--- src/rtl/lcd_text_pkg.sv ---
// Shared constants and types for the character-LCD text writer.
// Contents: HD44780 instruction bytes, screen geometry, the writer FSM
// state type, and a helper that maps an init step to its instruction.
package lcd_text_pkg;

  localparam int SCREEN_CHARS = 32;
  localparam int LINE_CHARS   = 16;

  localparam logic [7:0] CMD_FUNC_SET = 8'h38;
  localparam logic [7:0] CMD_DISP_ON  = 8'h0C;
  localparam logic [7:0] CMD_CLEAR    = 8'h01;
  localparam logic [7:0] CMD_ENTRY    = 8'h06;
  localparam logic [7:0] CMD_LINE0    = 8'h80;
  localparam logic [7:0] CMD_LINE1    = 8'hC0;
  localparam logic [7:0] CHAR_SPACE   = 8'h20;

  typedef enum logic [2:0] {
    ST_INIT_CMD  = 3'd0,
    ST_CLR_WAIT  = 3'd1,
    ST_IDLE      = 3'd2,
    ST_LINE_ADDR = 3'd3,
    ST_CHAR_WR   = 3'd4,
    ST_GAP       = 3'd5
  } lcd_state_t;

  function automatic logic [7:0] init_cmd(input logic [1:0] step);
    case (step)
      2'd0:    return CMD_FUNC_SET;
      2'd1:    return CMD_DISP_ON;
      2'd2:    return CMD_CLEAR;
      default: return CMD_ENTRY;
    endcase
  endfunction

endpackage

--- src/rtl/lcd_char_buffer.sv ---
// 32x8 screen buffer: one synchronous write port, one combinational read
// port. Filled with spaces while reset is low.
// Ports:
//   clk, reset        clock, synchronous active-low reset
//   wr_en/addr/data   write port
//   rd_addr/rd_data   combinational read port
module lcd_char_buffer
  import lcd_text_pkg::*;
(
  input  logic       clk,
  input  logic       reset,
  input  logic       wr_en,
  input  logic [4:0] wr_addr,
  input  logic [7:0] wr_data,
  input  logic [4:0] rd_addr,
  output logic [7:0] rd_data
);

  logic [7:0] mem [SCREEN_CHARS];

  always_ff @(posedge clk) begin
    if (!reset) begin
      for (int i = 0; i < SCREEN_CHARS; i++) mem[i] <= CHAR_SPACE;
    end else if (wr_en) begin
      mem[wr_addr] <= wr_data;
    end
  end

  assign rd_data = mem[rd_addr];

endmodule

--- src/rtl/lcd_text_writer.sv ---
// Avalon-MM master feeding a 2x16 HD44780 character-LCD slave.
// Runs the power-on instruction sequence once after reset, then redraws
// the whole screen (line address + 16 chars, twice) whenever the screen
// buffer is written or a refresh is requested.
// Ports:
//   clk, reset                      clock, synchronous active-low reset
//   char_valid/ready/pos/data       buffer write handshake
//   refresh                         full-redraw request
//   busy                            init/redraw active or pending
//   lcd_address/chipselect/write/
//   lcd_read/writedata/waitrequest  Avalon master to the LCD slave
module lcd_text_writer
  import lcd_text_pkg::*;
#(
  parameter int CLEAR_WAIT_CYCLES = 82000
) (
  input  logic       clk,
  input  logic       reset,
  input  logic       char_valid,
  output logic       char_ready,
  input  logic [4:0] char_pos,
  input  logic [7:0] char_data,
  input  logic       refresh,
  output logic       busy,
  output logic       lcd_address,
  output logic       lcd_chipselect,
  output logic       lcd_write,
  output logic       lcd_read,
  output logic [7:0] lcd_writedata,
  input  logic       lcd_waitrequest
);

  localparam int WAIT_W = $clog2(CLEAR_WAIT_CYCLES + 1);
  localparam logic [WAIT_W-1:0] WAIT_LAST = WAIT_W'(CLEAR_WAIT_CYCLES - 1);
  localparam logic [WAIT_W-1:0] WAIT_ONE  = WAIT_W'(1);

  lcd_state_t        state;
  lcd_state_t        ret_state;
  logic [1:0]        step;
  logic [WAIT_W-1:0] wait_cnt;
  logic [3:0]        col;
  logic              line;
  logic              dirty;
  logic [7:0]        char_q;
  logic [7:0]        rd_data;
  logic [7:0]        xfer_data;
  logic              wr_en;
  logic              in_xfer;

  // Writes are accepted in every cycle once reset is released, so ready
  // simply follows reset.
  assign char_ready = reset;
  assign wr_en      = char_valid && char_ready;

  lcd_char_buffer u_buf (
    .clk     (clk),
    .reset   (reset),
    .wr_en   (wr_en),
    .wr_addr (char_pos),
    .wr_data (char_data),
    .rd_addr ({line, col}),
    .rd_data (rd_data)
  );

  assign in_xfer = (state == ST_INIT_CMD) || (state == ST_LINE_ADDR) ||
                   (state == ST_CHAR_WR);

  // Every transfer is followed by one GAP cycle; ret_state records where
  // to go after it.
  always_ff @(posedge clk) begin
    if (!reset) begin
      state     <= ST_INIT_CMD;
      ret_state <= ST_INIT_CMD;
      step      <= 2'd0;
      wait_cnt  <= '0;
      col       <= 4'd0;
      line      <= 1'b0;
      dirty     <= 1'b1;
    end else begin
      case (state)
        ST_INIT_CMD: begin
          if (!lcd_waitrequest) begin
            state    <= ST_GAP;
            step     <= step + 2'd1;
            wait_cnt <= '0;
            if (step == 2'd2)      ret_state <= ST_CLR_WAIT;
            else if (step == 2'd3) ret_state <= ST_IDLE;
            else                   ret_state <= ST_INIT_CMD;
          end
        end
        ST_CLR_WAIT: begin
          if (wait_cnt == WAIT_LAST) state <= ST_INIT_CMD;
          else                       wait_cnt <= wait_cnt + WAIT_ONE;
        end
        ST_IDLE: begin
          if (dirty) begin
            dirty <= 1'b0;
            line  <= 1'b0;
            col   <= 4'd0;
            state <= ST_LINE_ADDR;
          end
        end
        ST_LINE_ADDR: begin
          if (!lcd_waitrequest) begin
            state     <= ST_GAP;
            ret_state <= ST_CHAR_WR;
          end
        end
        ST_CHAR_WR: begin
          if (!lcd_waitrequest) begin
            state <= ST_GAP;
            col   <= col + 4'd1;
            if (col == 4'd15) begin
              line      <= ~line;
              ret_state <= line ? ST_IDLE : ST_LINE_ADDR;
            end else begin
              ret_state <= ST_CHAR_WR;
            end
          end
        end
        ST_GAP:  state <= ret_state;
        default: state <= ST_INIT_CMD;
      endcase
      // A new write or refresh always wins over the IDLE clear, so a
      // change landing in that cycle is never lost.
      if (wr_en || refresh) dirty <= 1'b1;
    end
  end

  // The character is captured when the data transfer starts so that the
  // byte on the bus stays stable through waitrequest stalls even if the
  // buffer is rewritten meanwhile.
  always_ff @(posedge clk) begin
    if (state == ST_GAP && ret_state == ST_CHAR_WR) char_q <= rd_data;
  end

  always_comb begin
    xfer_data = 8'h00;
    case (state)
      ST_INIT_CMD:  xfer_data = init_cmd(step);
      ST_LINE_ADDR: xfer_data = line ? CMD_LINE1 : CMD_LINE0;
      ST_CHAR_WR:   xfer_data = char_q;
      default:      xfer_data = 8'h00;
    endcase
  end

  // Gating with reset keeps the bus quiet throughout reset and lets the
  // first instruction go out in the very first cycle after release.
  assign lcd_chipselect = reset && in_xfer;
  assign lcd_write      = reset && in_xfer;
  assign lcd_address    = reset && (state == ST_CHAR_WR);
  assign lcd_writedata  = reset ? xfer_data : 8'h00;
  assign lcd_read       = 1'b0;
  assign busy           = !reset || (state != ST_IDLE) || dirty;

endmodule

--- config.mk ---
export PLATFORM = sky130hd
export DESIGN_NAME = lcd_text_writer
export DESIGN_NICKNAME = d
export VERILOG_FILES = /design/src/rtl/lcd_text_pkg.sv /design/src/rtl/lcd_char_buffer.sv /design/src/rtl/lcd_text_writer.sv
export SDC_FILE = /design/constraint.sdc
export NUM_CORES = 1
export LEC_CHECK = 0
export BUFFER_PORTS_ARGS = -buffer_cell sky130_fd_sc_hd__buf_2
export CAP_MARGIN = 20
export CORE_UTILIZATION = 43
export CTS_CLUSTER_SIZE = 20
export DETAILED_ROUTE_END_ITERATION = 16
export GPL_ROUTABILITY_DRIVEN = 0
export GPL_TIMING_DRIVEN = 0
export PLACE_DENSITY = 0.56
export SYNTH_ARGS = -nofsm -noshare
export SYNTH_HDL_FRONTEND = slang
export SYNTH_SLANG_ARGS = --single-unit
--- constraint.sdc ---
create_clock -name clk -period 4.6 [get_ports clk]
set_clock_uncertainty 0.1 [all_clocks]
set_input_delay 0.23 -clock clk [delete_from_list [all_inputs] [get_ports clk]]
set_output_delay 0.23 -clock clk [all_outputs]
set_load 0.005 [all_outputs]
==> metrics.md <==
| Metric | Value |
|---|---|
| Initial core utilization | `0.4354` |
| Mapped cell area | `14,130 µm²` |
| FF-to-FF path depth | `6` |
| Setup TNS | `0 ps` |
| Hold-fix buffers, CTS | `8` |
| FF-to-FF Start | `col[1]` |
| Crit path max fanout | `10` |
| Width of the chip | `183.3 µm` |
| Setup Buffers After CTS | `0` |
| Worst-margin pin slew | `1073 ps` |
| Residual DRC | `0` |
| Yosys top cell by area | `edfxtp_1` |
| Std cell rows | `66` |
| Register area share after synthesis | `0.6049` |
| FF-to-FF End | `char_q[4]` |
| Clock buffer depth | `3` |
| GRT overflow | `0` |
| Async set-reset flop share out of synthesis | `0` |
| Fin crit share | `0.6199` |
| Top routing layer used | `met5` |
| Crit path DAT | `3000 ps` |
| Layout cells sized above 1 | `0.1425` |
| DRT Pass-1 Iters | `5` |
| Hold Crit Start | `char_data[6]` |
| Mean Syn Cell Area | `12.61 µm²` |
| Startpoint types | `primary input` |
| RSZ-0062 raised after global routing | `false` |
| Hold Path Depth | `2` |
| Cell Pwr Density | `380.2 nW/µm²` |
| Worst skew pair latency | `530 ps` |
| Fin nets | `1,249` |
| Top-area cell type share of the netlist area | `0.5610` |
| R2r setup slk | `1900 ps` |
| Die area | `33,590 µm²` |
| Dpl hpwl | `27,770 µm` |
| Count of buffers from port buffering | `28` |
| Final Hold Viols | `0` |
| Vias in the first global route | `9,172` |
| Hold Path Sink | `u_buf.mem[25][6]` |
| Primary FF master, synth | `edfxtp_1` |
| Top-count cell post-synth | `edfxtp_1` |
| Root buf cell | `clkbuf_16` |
| First-pass GRT wire length | `57,470 µm` |
| Mapped Cells | `1,121` |
| CTS resizes | `0` |
| Synth cell count leaders | `edfxtp_1 (264), and2_1 (226), nor2_1 (71)` |
| Ant diodes | `0` |
| Peak VDD IR | `359.5 µV` |
| Met2 WL | `17,660 µm` |
| Number of flops mapped to enable cells by yosys | `264` |
| Largest net degree at the start of global routing | `13` |
| Wirelength per Cell | `22.60 µm` |
| Final setup fails | `0` |
| Status | `finished clean` |
| Clock sinks | `295` |
| CTS H-tree depth | `2` |
| Num CTS Buffers | `34` |
| I/O pin cnt | `32` |
| Via count | `9,374` |
| Max-cap violation count | `0` |
| GRT Util Overall | `0.2346` |
| Pwr Total | `6.133 mW` |
| Synth warnings | `0` |
| Mapped Nets | `1,146` |
| Seq cells post-synth | `295` |
| Wire length on met3 | `2535 µm` |
| DIE HEIGHT | `183.3 µm` |
| Synth unique cells | `63` |
| Setup crit end kind | `flip-flop` |
| Layout area overhead | `14.15%` |
| Met1 WL | `16,460 µm` |
| Kind of critical path | `primary input to flip-flop` |
| Initial antenna violation count | `1` |
| Pins over their slew limit | `0` |
| Worst rel slew slack | `0.2769` |
| Minimum clock period | `2851 ps` |
| Final WL | `38,220 µm` |
| CTS clk-pin slew, worst paths | `60 ps` |
| Core Region | `32,450 µm²` |
| CTS tree | `yes` |
| Max Clk Rate | `0.3507 GHz` |
| Worst Hold Class | `primary input to flip-flop` |
| Detail Route Antenna Nets | `0` |
| Pleak | `5.396 nW` |
| Routed vias/inst | `5.543` |
| Starting DRT DRC Count | `848` |
| Synth area leaders | `edfxtp_1 (56%), and2_1 (10%), mux4_2 (5.1%), mux2i_1 (4.7%), dfxtp_1 (4.4%)` |
| Critical path required time | `4750 ps` |
critical path, stage by stage:
cell	delay, ps
dlygate4sd3_1	530
buf_2	230
nand2_1	90
or3_1	310
clkbuf_1	240
clkbuf_1	370
o21ai_0	710
buf_4	270
power by group:
part / internal (mW) / leakage, nW / switching (mW) / total, mW
sequential: 3.05 / 2.78 / 0.0403 / 3.09
combinational: 0.167 / 2.11 / 0.313 / 0.481
clock: 1.49 / 0.507 / 1.08 / 2.57
stage by stage:
| stage | cell area [µm²] | cells | hold slack [ps] | worst slack, ps | utilization |
|---|---|---|---|---|---|
| floorplan | 14130 | 1121 | 241.1 | 2415 | - |
| global placement | 14820 | 1591 | 384.0 | 1523 | 0.4568 |
| detailed placement | 14990 | 1617 | 389.6 | 1650 | 0.4618 |
| CTS | 16100 | 1686 | 0.4951 | 1637 | 0.4961 |
| global route | 16130 | 1691 | 8.730 | 1613 | 0.4970 |
| finish | 16130 | 1691 | 10.82 | 1749 | 0.4970 |
cell usage in the layout (no fill, tap or decap), types with 5 or more instances in the layout:
master         count
nand3_1           34
a221oi_1           5
a22o_1             8
and2_1           226
o21a_1             5
buf_4             15
ha_1               7
mux2i_1           67
dlygate4sd3_1      8
edfxtp_1         264
nor2_1            71
nand2b_1           6
buf_2             65
nor3_1            12
clkbuf_1          70
a22oi_1           18
inv_1              8
or3_1             35
clkinv_2           6
a31oi_1            7
mux4_2            32
dfxtp_1           31
nand4_1            8
clkbuf_16         34
nand2_1           37
o21ai_0           46
a21oi_1           42
sequential cells by signal (all words and copies together), names as in the netlist:
name and cells:
char_q 8, col 4, dirty 1, line 1
ret_state 3, state 3, step 2, u_buf.mem 256
wait_cnt 17
metal layers:
| metal | global-route usage | vias up |
|---|---|---|
| li1 | - | 4336 |
| met1 | 0.3151 | 4611 |
| met2 | 0.3772 | 341 |
| met3 | 0.03832 | 84 |
| met4 | 0.1003 | 2 |
| met5 | 0 | - |
cells by family (layout without fill, tap and decap cells):
group                      after synthesis  after routing  share of synthesized area
DFF                                    295            295                     0.6049
buffers and inverters                   98            226                    0.03196
and+or+nand+nor                        466            466                     0.1875
AOI/OAI and AO/OA                      152            152                    0.06844
xor gates and xnor gates                 1              1                  0.0006199
adders and majority gates                7              7                   0.006198
muxes                                  101            101                     0.1001
other                                    1              1                  0.0002654
cell type report:
cell class / instances / area [µm²]
clock buffers: 46 / 895.9
inverters: 9 / 33.78
flip-flops and latches: 295 / 8548
well taps: 442 / 553.0
clock inverters: 15 / 138.9
fillers: 2914 / 16320
multi-input cells: 728 / 5137
plain buffers: 89 / 417.9
repair buffers: 67 / 405.4
how the worst max path moves through the flow:
stage / cells after the start / endpoint / from
final: 8 / u_buf.mem[28][2] / reset
after detailed placement: 6 / u_buf.mem[8][0] / reset
after floorplan: 6 / u_buf.mem[16][0] / reset
after global placement: 6 / u_buf.mem[28][2] / reset
after CTS: 7 / u_buf.mem[8][0] / reset
after global routing: 8 / u_buf.mem[28][2] / reset
(Power assumes the default switching activity.)
